File: src/rtl/sspwm_pkg.sv
// rtl/sspwm_pkg.sv - shared widths, mode encoding and elaboration-time helpers for the SSPWM sine path
package sspwm_pkg;

  localparam int DEF_PHASE_W = 8;
  localparam int DEF_ACC_W   = 16;
  localparam int DEF_OUT_W   = 12;
  localparam int DEF_NUM_CH  = 3;
  localparam int DEF_PEAK    = 3710;
  localparam int DEF_MI_W    = 8;

  typedef enum logic {
    MODE_HALF = 1'b0,
    MODE_RECT = 1'b1
  } mode_e;

  localparam longint Q30_ONE = 64'sd1073741824;
  localparam longint PI_Q30  = 64'sd3373259426;

  function automatic longint chan_offset(input int acc_w, input int num_ch);
    return (longint'(1) << acc_w) / longint'(num_ch);
  endfunction

  // Fixed-point (Q30) Taylor series so the table builds without real arithmetic.
  function automatic int sine_rom_val(input int i, input int phase_w, input int peak);
    longint x;
    longint term;
    longint acc;
    x    = (PI_Q30 * longint'(i)) / longint'((1 << (phase_w - 1)) - 1);
    term = x;
    acc  = x;
    for (int n = 1; n <= 7; n++) begin
      term = -((((term * x) / Q30_ONE) * x) / Q30_ONE) / longint'((2 * n) * (2 * n + 1));
      acc  = acc + term;
    end
    return int'((acc * longint'(peak) + Q30_ONE / 2) / Q30_ONE);
  endfunction

endpackage

File: src/rtl/sine_quarter_rom.sv
// rtl/sine_quarter_rom.sv - quarter-wave sine table with registered read and zero override
module sine_quarter_rom
  import sspwm_pkg::*;
#(
  parameter int PHASE_W = DEF_PHASE_W,
  parameter int OUT_W   = DEF_OUT_W,
  parameter int PEAK    = DEF_PEAK
) (
  input  logic               clk,
  input  logic               rst_n,
  input  logic               rd_en,
  input  logic               clr,
  input  logic [PHASE_W-3:0] addr,
  output logic [OUT_W-1:0]   data
);

  localparam int DEPTH = 2 ** (PHASE_W - 2);

  logic [OUT_W-1:0] rom [DEPTH];
  logic [OUT_W-1:0] data_d;
  logic [OUT_W-1:0] data_q;

  for (genvar g = 0; g < DEPTH; g++) begin : g_rom
    assign rom[g] = OUT_W'(sine_rom_val(g, PHASE_W, PEAK));
  end

  always_comb begin
    data_d = data_q;
    if (rd_en) data_d = clr ? '0 : rom[addr];
  end

  always_ff @(posedge clk or negedge rst_n) begin
    if (!rst_n) data_q <= '0;
    else        data_q <= data_d;
  end

  assign data = data_q;

endmodule

File: src/rtl/sine_ref_gen.sv
// rtl/sine_ref_gen.sv - multi-channel NCO sine reference: accumulator, phase offsets, ROM, MI scaling
module sine_ref_gen
  import sspwm_pkg::*;
#(
  parameter int PHASE_W = DEF_PHASE_W,
  parameter int ACC_W   = DEF_ACC_W,
  parameter int OUT_W   = DEF_OUT_W,
  parameter int NUM_CH  = DEF_NUM_CH,
  parameter int PEAK    = DEF_PEAK,
  parameter int MI_W    = DEF_MI_W
) (
  input  logic                    clk,
  input  logic                    rst_n,
  input  logic                    en,
  input  logic                    tick,
  input  logic                    sync_clr,
  input  logic                    load,
  input  logic [ACC_W-1:0]        freq_word,
  input  logic [MI_W:0]           mi,
  input  logic                    mode,
  output logic [NUM_CH*OUT_W-1:0] sine_out,
  output logic [NUM_CH-1:0]       sign_out,
  output logic                    out_valid
);

  localparam int QW = PHASE_W - 2;
  localparam int PW = OUT_W + MI_W + 1;
  localparam logic [MI_W:0]    MI_ONE = {1'b1, {MI_W{1'b0}}};
  localparam logic [ACC_W-1:0] CH_OFF = ACC_W'(chan_offset(ACC_W, NUM_CH));

  logic [ACC_W-1:0] acc_d, acc_q, freq_act_d, freq_act_q, freq_sh_d, freq_sh_q;
  logic [MI_W:0]    mi_act_d, mi_act_q, mi_sh_d, mi_sh_q, mi1_d, mi1_q, mi2_d, mi2_q;
  logic             pending_d, pending_q;
  logic             v0_d, v0_q, v1_d, v1_q, v2_d, v2_q, out_valid_d, out_valid_q;
  logic [NUM_CH-1:0][QW-1:0]    q1_d, q1_q;
  logic [NUM_CH-1:0]            sgn1_d, sgn1_q, zero1_d, zero1_q, sgn2_d, sgn2_q;
  logic [NUM_CH-1:0][OUT_W-1:0] lut2, sine_d, sine_q;
  logic [NUM_CH-1:0]            sign_d, sign_q;

  logic [ACC_W:0]     sum;
  logic               adv, copy;
  logic [MI_W:0]      mi_clamp;
  logic [ACC_W-1:0]   ph_off;
  logic [PHASE_W-1:0] idx;

  always_comb begin
    sum      = {1'b0, acc_q} + {1'b0, freq_act_q};
    adv      = en && tick && !sync_clr;
    // A load on the copy edge wins: the fresh value waits for the next copy opportunity.
    copy     = pending_q && !load && (!en || (adv && sum[ACC_W]));
    mi_clamp = (mi > MI_ONE) ? MI_ONE : mi;

    acc_d      = sync_clr ? '0 : (adv ? sum[ACC_W-1:0] : acc_q);
    freq_act_d = copy ? freq_sh_q : freq_act_q;
    mi_act_d   = copy ? mi_sh_q : mi_act_q;
    freq_sh_d  = load ? freq_word : freq_sh_q;
    mi_sh_d    = load ? mi_clamp : mi_sh_q;
    pending_d  = load || (pending_q && !copy);

    v0_d        = adv;
    v1_d        = v0_q;
    v2_d        = v1_q;
    out_valid_d = v2_q;

    q1_d    = q1_q;
    sgn1_d  = sgn1_q;
    zero1_d = zero1_q;
    mi1_d   = v0_q ? mi_act_q : mi1_q;
    ph_off  = '0;
    idx     = '0;
    for (int k = 0; k < NUM_CH; k++) begin
      idx = PHASE_W'((acc_q + ph_off) >> (ACC_W - PHASE_W));
      if (v0_q) begin
        q1_d[k]    = idx[PHASE_W-2] ? ~idx[QW-1:0] : idx[QW-1:0];
        sgn1_d[k]  = (mode == MODE_RECT) && idx[PHASE_W-1];
        zero1_d[k] = (mode == MODE_HALF) && idx[PHASE_W-1];
      end
      ph_off = ph_off + CH_OFF;
    end

    sgn2_d = v1_q ? sgn1_q : sgn2_q;
    mi2_d  = v1_q ? mi1_q : mi2_q;

    sine_d = sine_q;
    sign_d = sign_q;
    if (v2_q) begin
      for (int k = 0; k < NUM_CH; k++) begin
        sine_d[k] = OUT_W'((PW'(lut2[k]) * PW'(mi2_q)) >> MI_W);
      end
      sign_d = sgn2_q;
    end
  end

  for (genvar k = 0; k < NUM_CH; k++) begin : g_ch
    sine_quarter_rom #(
      .PHASE_W(PHASE_W),
      .OUT_W  (OUT_W),
      .PEAK   (PEAK)
    ) u_rom (
      .clk  (clk),
      .rst_n(rst_n),
      .rd_en(v1_q),
      .clr  (zero1_q[k]),
      .addr (q1_q[k]),
      .data (lut2[k])
    );
  end

  always_ff @(posedge clk or negedge rst_n) begin
    if (!rst_n) begin
      acc_q       <= '0;
      freq_act_q  <= '0;
      freq_sh_q   <= '0;
      mi_act_q    <= '0;
      mi_sh_q     <= '0;
      pending_q   <= 1'b0;
      v0_q        <= 1'b0;
      v1_q        <= 1'b0;
      v2_q        <= 1'b0;
      out_valid_q <= 1'b0;
      q1_q        <= '0;
      sgn1_q      <= '0;
      zero1_q     <= '0;
      mi1_q       <= '0;
      sgn2_q      <= '0;
      mi2_q       <= '0;
      sine_q      <= '0;
      sign_q      <= '0;
    end else begin
      acc_q       <= acc_d;
      freq_act_q  <= freq_act_d;
      freq_sh_q   <= freq_sh_d;
      mi_act_q    <= mi_act_d;
      mi_sh_q     <= mi_sh_d;
      pending_q   <= pending_d;
      v0_q        <= v0_d;
      v1_q        <= v1_d;
      v2_q        <= v2_d;
      out_valid_q <= out_valid_d;
      q1_q        <= q1_d;
      sgn1_q      <= sgn1_d;
      zero1_q     <= zero1_d;
      mi1_q       <= mi1_d;
      sgn2_q      <= sgn2_d;
      mi2_q       <= mi2_d;
      sine_q      <= sine_d;
      sign_q      <= sign_d;
    end
  end

  assign sine_out  = sine_q;
  assign sign_out  = sign_q;
  assign out_valid = out_valid_q;

endmodule

File: config.mk
export PLATFORM = sky130hd
export DESIGN_NAME = sine_ref_gen
export DESIGN_NICKNAME = d
export VERILOG_FILES = /design/src/rtl/sspwm_pkg.sv /design/src/rtl/sine_quarter_rom.sv /design/src/rtl/sine_ref_gen.sv
export SDC_FILE = /design/constraint.sdc
export NUM_CORES = 1
export LEC_CHECK = 0
export BUFFER_PORTS_ARGS = -buffer_cell sky130_fd_sc_hd__buf_2
export CORE_MARGIN = 10
export CORE_UTILIZATION = 50
export CTS_CLUSTER_SIZE = 28
export DETAILED_ROUTE_END_ITERATION = 10
export PLACE_DENSITY = 0.69
export SLEW_MARGIN = 20
export SYNTH_ARGS = -nofsm -noshare
export SYNTH_HDL_FRONTEND = slang
export SYNTH_SLANG_ARGS = --single-unit
File: constraint.sdc
create_clock -name clk -period 4.65 [get_ports clk]
set_clock_uncertainty 0.1 [all_clocks]
set_input_delay 0.465 -clock clk [delete_from_list [all_inputs] [get_ports clk]]
set_output_delay 0.465 -clock clk [all_outputs]
set_load 0.005 [all_outputs]
# Word-level counts from Yosys, hierarchy flattened
# Memory sizes are Yosys's and may differ from the RTL's.
# Cells that the tools add are included.
[word_totals]
romBits = 2304
input_bits = 32
memories = 3
register_bits = 191
[classes]
bitwise = 7
n_mul = 3
magnitude_cmp = 4
reduce_logical = 19
add_sub_neg = 3
mux = 15
[memory_table]
columns = ["memory", "depth", "word_bits", "read_ports", "rd_clocked_by_memory_dff", "wr", "line", "text"]
rows = [
  ["(name not given)", 64, 12, 1, 0, 0, "sine_quarter_rom.sv:29", "if (rd_en) data_d = clr ? '0 : rom[addr];"],
  ["(name not given)", 64, 12, 1, 0, 0, "sine_quarter_rom.sv:29", ""],
  ["(name not given)", 64, 12, 1, 0, 0, "sine_quarter_rom.sv:29", ""],
]
[op_table]
columns = ["operator", "n"]
rows = [
  ["$mux 12", 9],
  ["$mul 12x9->20", 3],
  ["$mux 16", 2],
  ["$ge 7x7->1 const B", 3],
  ["$not 6->7", 3],
  ["$mux 6", 3],
  ["$not 6->6", 3],
  ["$add 16x16->17", 1],
  ["$add 16x15->16 const B", 1],
  ["$add 16x16->16 const B", 1],
  ["$logic_and 1x1->1", 12],
  ["$gt 9x9->1 const B", 1],
  ["$mux 9", 1],
  ["$logic_not 1->1", 4],
  ["$logic_or 1x1->1", 2],
  ["$reduce_bool 2->1", 1],
  ["$not 1->1", 1],
]

# Depth between registers and ports, before layout
# Gate-level depths: netlist (run 1).
[depth]
ltp_word = 8
ltp_mapped = 20
ltp_nobuf = 18

# Cells and area by module
# From an unflattened synthesis (run 1), not the netlist that was laid out.
[unflattened]
cells_unflattened = 2373
hier_area_um2 = 21463.1
[modules_own_cells]
columns = ["module", "n_inst", "area_each_um2", "cells_per_inst"]
rows = [
  ["sine_ref_gen", 1, 16587.2, 1701],
  ["sine_quarter_rom", 3, 1625.3, 224],
]

# Worst setup path before layout (run 1)
# OpenSTA, ideal clock, no wires.
[synth_path]
kind = "register to register"
from = "reg mi2_q[0]"
to = "reg sine_q (netlist bit sine_out[23])"
arrival_time_ps = 4819
synth_period_minus_slack_ps = 5044
slack_ps = -394
path_stages_with_launch = 20
path_cell_list = "dfrtp_1 clkbuf_1 clkbuf_1 nand2_1 fa_1 inv_1 fa_1 fa_1 inv_1 fa_1 inv_1 ha_1 a21o_1 a21o_1 a2111o_1 a31oi_1 o31ai_1 a21oi_1 xnor2_1 mux2_2"
[synth_between]
elab_chain_cells = 1
[synth_lines]
columns = ["item", "line", "text"]
rows = [
  ["start, declared", "sine_ref_gen.sv:32", "logic [MI_W:0] mi_act_d, mi_act_q, mi_sh_d, mi_sh_q, mi1_d, mi1_q, mi2_d, mi2_q;"],
  ["start signal, assigned", "sine_ref_gen.sv:145", "mi2_q <= mi2_d;"],
  ["$mul 12x9->20", "sine_ref_gen.sv:88", "sine_d[k] = OUT_W'((PW'(lut2[k]) * PW'(mi2_q)) >> MI_W);"],
  ["end signal, assigned", "sine_ref_gen.sv:146", "sine_q <= sine_d;"],
  ["end, declared", "sine_ref_gen.sv:37", "logic [NUM_CH-1:0][OUT_W-1:0] lut2, sine_d, sine_q;"],
]
# Every way passes these cells.
# A chain may end at the register's enable or synchronous reset.

# Worst setup path in the final report (run 1)
[layout_path]
from = "reg mi2_q[0]"
to = "reg sine_q (netlist bit sine_out[22])"
# Same word-level chain as after synthesis.

==> results of run 1 <==
[how the worst max path moves through the flow]
stage	to	slack [ns]	cells after the start
floorplan	sine_out[23]$_DFFE_PN0P_	-0.03	18
global placement	sine_out[23]$_DFFE_PN0P_	-0.19	17
detailed placement	sine_out[23]$_DFFE_PN0P_	-0.35	18
CTS	sine_out[22]$_DFFE_PN0P_	-0.20	16
global route	sine_out[23]$_DFFE_PN0P_	-0.36	18
finish	sine_out[22]$_DFFE_PN0P_	-0.22	19
[cells in the final DEF (no fill, tap or decap), types with 7 or more instances in the layout]
master | netlist | routed
o21ai_0 | 126 | 119
inv_2 | 1 | 13
nand2_1 | 288 | 275
dfrtp_1 | 191 | 177
a211oi_1 | 39 | 38
nor2_1 | 111 | 110
buf_12 | 2 | 12
buf_2 | 3 | 70
mux2i_1 | 13 | 13
nand3_1 | 25 | 25
nand2b_1 | 11 | 11
mux4_2 | 7 | 7
nor2b_1 | 8 | 8
a311oi_1 | 9 | 9
o21a_1 | 9 | 9
fa_1 | 208 | 204
a31oi_1 | 23 | 21
a21oi_1 | 116 | 106
ha_1 | 173 | 163
dfrtp_2 | 0 | 14
inv_1 | 333 | 321
buf_6 | 0 | 8
xnor2_1 | 57 | 56
mux2_2 | 81 | 81
and2_1 | 162 | 158
mux2_4 | 20 | 20
xor2_1 | 23 | 23
o211ai_1 | 23 | 23
clkbuf_16 | 0 | 20
nand3b_1 | 12 | 12
o221ai_1 | 7 | 7
nor3_1 | 21 | 19
nand2_2 | 0 | 12
a21o_1 | 17 | 17
o22ai_1 | 31 | 31
buf_4 | 0 | 142
a21oi_2 | 0 | 9
ha_4 | 0 | 10
[critical path, delay by kind of cell (launching register included)]
kind | cells | cell delay [ns]
compound gates | 5 | 1.04
xor+xnor | 1 | 0.13
fa+ha+maj | 5 | 2.20
buf+inv | 6 | 0.55
flops | 1 | 0.44
mux | 1 | 0.26
simple gates | 1 | 0.05
[report_power, final]
part | internal, mW | switching [mW]
combinational | 5.35 | 5.96
clock | 0.771 | 0.771
sequential | 2.15 | 0.836
[cell families (layout without fill, tap and decap cells)]
group / count (synthesis) / count (layout) / synth area share (%)
compound gates: 456 / 456 / 13.6
simple gates: 671 / 671 / 14.9
flops: 191 / 191 / 22.4
mux: 121 / 121 / 7.03
buf+inv: 512 / 605 / 9.17
fa+ha+maj: 381 / 381 / 29.6
xor+xnor: 80 / 80 / 3.28
[synthesized netlist by cell type, drive strengths merged (3+ instances only)]
library cell,number
buf,33
xnor2,57
ha,173
a311oi,9
nand2b,11
a31oi,23
o221ai,7
a221oi,6
clkbuf,143
and3,7
dfrtp,191
or2,4
a31o,4
inv,334
o22ai,31
nand4,5
xor2,23
mux2i,13
o211ai,23
nor2b,8
a221o,5
nand3b,12
o21ai,127
nor2,111
or3,7
nand3,26
a211oi,40
nor3,21
nand2,288
o21a,9
and2,162
a21oi,116
o31ai,10
and4,3
mux4,7
o41ai,3
fa,208
o2111ai,3
mux2,101
o21bai,4
a21o,17
[flip-flops by register name (all words and copies together) (netlist names)]
name and flops:
acc_q 16, v1_q 1, mi_act_q 9, g_ch.u_rom.data 36, sign_out 3, sgn2_q 3, out_valid 1, out_valid_d 1
mi_sh_q 9, v0_q 1, freq_act_q 16, mi2_q 9, zero1_q 3, sine_out 36, mi1_q 9, freq_sh_q 16
sgn1_q 3, pending_q 1, q1_q 18
[layer usage]
metal  vias up  routed length, um
met2       492              25100
met4         2                885
met3        61               3010
met1      8466              22300
li1       8044                  -
met5         -                 13
[area by class of cell]
class / count / area (um2)
clock inverters: 13 / 169
inverters: 336 / 1260
well taps: 539 / 674
clock buffers: 19 / 433
flip-flops and latches: 191 / 4800
multi-input cells: 1709 / 15000
fillers: 3670 / 18000
repair buffers: 237 / 1850
[per-stage QoR]
stage          util [%]  worst slack [ns]  total power [mW]  instance area (um2)
4_1_cts            56.4            -0.198              15.3                23800
3_3_place_gp       54.5            -0.189              13.1                23000
2_1_floorplan         -           -0.0312              10.1                21600
5_1_grt            57.3            -0.360              17.6                24100
6_report           57.3            -0.221              15.8                24100
3_5_place_dp       54.5            -0.348              13.4                23000
[what timing repair did]
item                                   4_1_cts  5_1_grt
buffers inserted                             9        8
gates cloned                                 1        4
endpoints found under the hold margin       90        0
gates resized for setup                     32       67
setup endpoints to repair                   23       29
hold buffers                                 1        0
pin swaps                                    6       42
==> impl_metrics.tcl, run 1 <==
set metrics [dict create \
    slew_headroom_pct 30.4 \
    cp_cell_sequence "buf_6 -> clkbuf_16 -> nand2_2 -> fa_1 -> inv_2 -> fa_1 -> fa_1 -> inv_1 -> fa_1 -> inv_2 -> ha_4 -> a21o_1 -> a21o_1 -> a2111o_1 -> a31oi_2 -> o31ai_2 -> buf_4 -> xor2_1 -> mux2_2" \
    die_area_um2 51400 \
    cts_made_buffers 17 \
    grt_max_degree 93 \
    drive_gt1_share_pct 19.2 \
    synth_edf_count 0 \
    vias 17100 \
    r2r-end "sine_out[22]$_DFFE_PN0P_" \
    reg2reg_setup_slack_ns -0.22 \
    vias_per_cell 5.61 \
    holdWs_ns 0.105 \
    critPathMaxStageDelay_ns 0.55 \
    cts_htree_levels 4 \
    drc 0 \
    drtIter0Drc 1527 \
    worstHoldEndpoint "freq_sh_q[0]$_DFFE_PN0P_" \
    arrival_ns 5.14 \
    reg2reg_depth 19 \
    synth_top_area_share_pct 22.4 \
    finalSetupTns_ns -2.18 \
    dr.pass1.iters 5 \
    finalNonFillerCells 3044 \
    die_h_um 227 \
    status "finished with violations" \
    worstReg2RegStart "mi2_q[0]$_DFFE_PN0P_" \
    max-vdd-ir-drop_mv 0.450 \
    initial_core_util_pct 50.7 \
    synth_seq_cells 191 \
    required_ns 4.92 \
    dieWidth_um 227 \
    clk_pin_slew_ns 0.08 \
    worstSetupStartpoint "mi2_q[0]$_DFFE_PN0P_" \
    use_met1_pct 26.8 \
    core_um2 42100 \
    ys_warn_count 0 \
    worstSetupStartpointType "flop" \
    grt_pass1_vias 17200 \
    critPathKind "flop to flop" \
    yosysTopAreaCell "dfrtp_1" \
    clock_latency_ns 0.49 \
    p_leak_nw 11.9 \
    fin_crit_ns 4.87 \
    antenna_found_initial 1 \
    drv_slew 0 \
    hp-class "input pin to flop" \
    grt.total_usage_pct 20.1 \
    power_density_nw_per_um2 656 \
    timing.fmax_mhz 205 \
    timing.final.crit_share_pct 105 \
    crit_top_cell "fa_1" \
    syn-instance-count 2412 \
    yosysSeqAreaShare_pct 22.4 \
    fp-row-count 75 \
    use_met3_pct 3.54 \
    cts-root-buf "clkbuf_16" \
    critPathCaptureType "flop" \
    synth_cell_types 68 \
    worstHoldStart "freq_word[0]" \
    io_pins 72 \
    dp_hpwl_um 37200 \
    cts_tree "yes" \
    grt_pass1_wl_um 85000 \
    place_inst 2990 \
    synth_area_leaders "dfrtp_1, fa_1, ha_1, inv_1, nand2_1" \
    ys.flop_type "dfrtp_1" \
    finalHoldViolCount 0 \
    worstMarginPinSlew_ns 1.04 \
    syn_nets 2825 \
    finalSetupViolCount 18 \
    synthToLayoutAreaGrowth_pct 13.0 \
    cts_num_sinks 191 \
    final_net_count 2905 \
    grt_setup_unrepaired "true" \
    async_reset_ff_share_pct 100 \
    violations "negative setup slack" \
    cp_max_fo 4 \
    avgSynthCellArea_um2 8.85 \
    cts_buffer_depth 2 \
    drv_cap 0 \
    grt_use_met2_pct 33.4 \
    antennaDiodeCount 0 \
    wl_um 51300 \
    final.setup.worst_slack_ns -0.221 \
    gr-total-overflow 0 \
    holdPathStages 2 \
    detail-route-antenna-nets 0 \
    netlist_area_um2 21400 \
    io_buffers 71 \
    slowest_stage "fa_1" \
    wire_per_inst_um 16.9 \
    busiest_layer "met2" \
    globalplace.congestion 0.931 \
]
Note: power is estimated with default switching activity, not from simulation.
==> run 2: changes to the inputs <==
Settings changed: CORE_MARGIN 10 to unset, TNS_END_PERCENT set to 1.
==> impl_metrics.tcl, run 2 (synthesis gave the netlist of run 1 again) <==
set metrics [dict create \
    routed-wl-met2_um 24000 \
    reg2reg_depth 19 \
    final_common_cell "inv_1" \
    die_area_um2 43500 \
    globalplace.congestion 0.858 \
    crit_top_cell "fa_1" \
    cts-root-buf "clkbuf_16" \
    dr.max_layer_used "met4" \
    multi_input_area_um2 14800 \
    holdWs_ns 0.115 \
    cpLargestDelayFamily "adder cells" \
    detail-route-antenna-nets 0 \
    vias 16800 \
    post-place-ws_ns -0.419 \
    dieWidth_um 209 \
    finalSetupViolCount 18 \
    finalSetupTns_ns -2.72 \
    p_leak_nw 11.8 \
    dp_hpwl_um 36400 \
    r2r-end "sine_out[18]$_DFFE_PN0P_" \
    power_density_nw_per_um2 638 \
    drv_slew 0 \
    arrival_ns 5.21 \
    wire_per_inst_um 16.2 \
    p_clk_share_pct 9.2 \
    vias_per_cell 5.52 \
    final.setup.worst_slack_ns -0.296 \
    dr.pass1.iters 6 \
    fin_crit_ns 4.95 \
    critPathMaxStageDelay_ns 0.53 \
    grt_pass1_wl_um 82900 \
    core_um2 42000 \
    cts_buffer_depth 2 \
    worstReg2RegStart "mi2_q[0]$_DFFE_PN0P_" \
    fillers 3771 \
    seq_power_share_pct 19.1 \
    hp-class "input pin to flop" \
    swShare_pct 47.4 \
    ff_latch_area_um2 4790 \
    initial_core_util_pct 50.8 \
    switchingPower_mw 7.20 \
    placed_area_um2 22900 \
    cts_num_sinks 191 \
    cts_tree "yes" \
    max-vdd-ir-drop_mv 0.425 \
    cp_max_fo 7 \
    slew_headroom_pct 42.6 \
    antennaDiodeCount 0 \
    final_area_um2 23800 \
    drc 0 \
    synthToLayoutAreaGrowth_pct 11.7 \
    cts_made_buffers 17 \
    layout_common_cells "inv_1, nand2_1, fa_1" \
    clk_pin_slew_ns 0.07 \
    holdPathStages 2 \
    worstHoldStart "freq_word[5]" \
    cts_htree_levels 4 \
    drt-met1-wl_um 22300 \
    slowest_stage "fa_1" \
    grt_setup_unrepaired "true" \
    drtIter0Drc 1177 \
    crit_buf_inv 6 \
    wl_met3_um 2030 \
    drive_gt1_share_pct 17.4 \
    violations "negative setup slack" \
    grt_max_degree 96 \
    clock_latency_ns 0.48 \
    required_ns 4.92 \
    reg2reg_setup_slack_ns -0.30 \
    worstSetupStartpointType "flop" \
    gr-total-overflow 0 \
    critPathCaptureType "flop" \
    io_pins 72 \
    timing.final.crit_share_pct 106 \
    worstMarginPinSlew_ns 0.862 \
    grt_pass1_vias 17100 \
    intPower_mw 8.01 \
    die_h_um 209 \
    io_buffers 71 \
    status "finished with violations" \
    final_net_count 2895 \
    drv_cap 0 \
    fp-row-count 75 \
    grt.total_usage_pct 23.3 \
    finalHoldViolCount 0 \
    antenna_found_initial 0 \
    timing.fmax_mhz 202 \
    power_frac_comb_pct 71.7 \
    critPathKind "flop to flop" \
    wl_um 49000 \
    cp_cell_sequence "buf_4 -> nand2_1 -> fa_1 -> inv_1 -> fa_1 -> inv_1 -> fa_1 -> inv_1 -> fa_1 -> ha_4 -> nor3_2 -> o41a_1 -> o31ai_2 -> buf_4 -> and2_4 -> a221o_1 -> buf_4 -> xor2_1 -> mux2_2" \
    worstHoldEndpoint "freq_sh_q[5]$_DFFE_PN0P_" \
]
[run 2: cell types whose count changed in the layout (fill, tap and decap cells not counted), moves of 4 or more]
cell / delta
ha_1: +5
ha_4: -6
buf_4: -6
inv_1: +7
inv_2: -7
dfrtp_2: -4
clkinv_8: -4
nand2_1: +12
nand2_2: -11
dfrtp_1: +4
[run 2: cell type report]
| class | instances | share of cell area, % |
|---|---|---|
| multi-input cells | 1709 | 62.2 |
| flip-flops and latches | 191 | 20.1 |
| clock inverters | 11 | 0.357 |
| repair buffers | 227 | 7.33 |
| well taps | 539 | 2.83 |
| inverters | 336 | 5.29 |
| clock buffers | 21 | 1.89 |
[run 2: how the worst max path moves through the flow]
stage | startpoint | endpoint | slack, ns | cells after the start
CTS | mi2_q[1]$_DFFE_PN0P_ | sine_out[33]$_DFFE_PN0P_ | -0.23 | 17
finish | mi2_q[0]$_DFFE_PN0P_ | sine_out[18]$_DFFE_PN0P_ | -0.30 | 19
detailed placement | mi2_q[0]$_DFFE_PN0P_ | sine_out[23]$_DFFE_PN0P_ | -0.42 | 19
global route | mi2_q[0]$_DFFE_PN0P_ | sine_out[22]$_DFFE_PN0P_ | -0.47 | 19
global placement | mi2_q[0]$_DFFE_PN0P_ | sine_out[33]$_DFFE_PN0P_ | -0.29 | 17
floorplan | mi2_q[6]$_DFFE_PN0P_ | sine_out[23]$_DFFE_PN0P_ | -0.04 | 18
[run 2: repair_timing]
| item | in CTS | in global routing |
|---|---|---|
| setup endpoints to repair | 27 | 29 |
| hold buffers | 1 | 0 |
| hold endpoints to repair | 44 | 0 |
| cloned | 0 | 3 |
| pin swaps | 7 | 25 |
| setup buffers | 0 | 10 |
| gates resized for setup | 26 | 37 |
[run 2: routing by layer]
layer | vias to the layer above | GRT usage, %
met1 | 8322 | 31.0
met3 | 61 | 3.88
met5 | - | 0
met4 | 0 | 6.11
met2 | 356 | 39.3
li1 | 8023 | -
[run 2: power by group through the flow]
stage	combinational (mW)	sequential (mW)	clock, mW
after floorplan	7.63	2.41	0
after global placement	10.1	2.91	0
after detailed placement	10.4	2.92	0
after CTS	10.6	2.90	1.44
after global routing	12.5	3.00	1.49
final	10.9	2.91	1.40
[run 2: metrics by stage]
step / total power [mW] / instances / utilization, %
after floorplan: 10.0 / 2412 / -
after global placement: 13.0 / 2988 / 54.6
after detailed placement: 13.3 / 2988 / 54.6
after CTS: 14.9 / 3021 / 56.0
after global routing: 17.0 / 3034 / 56.7
final: 15.2 / 3034 / 56.7
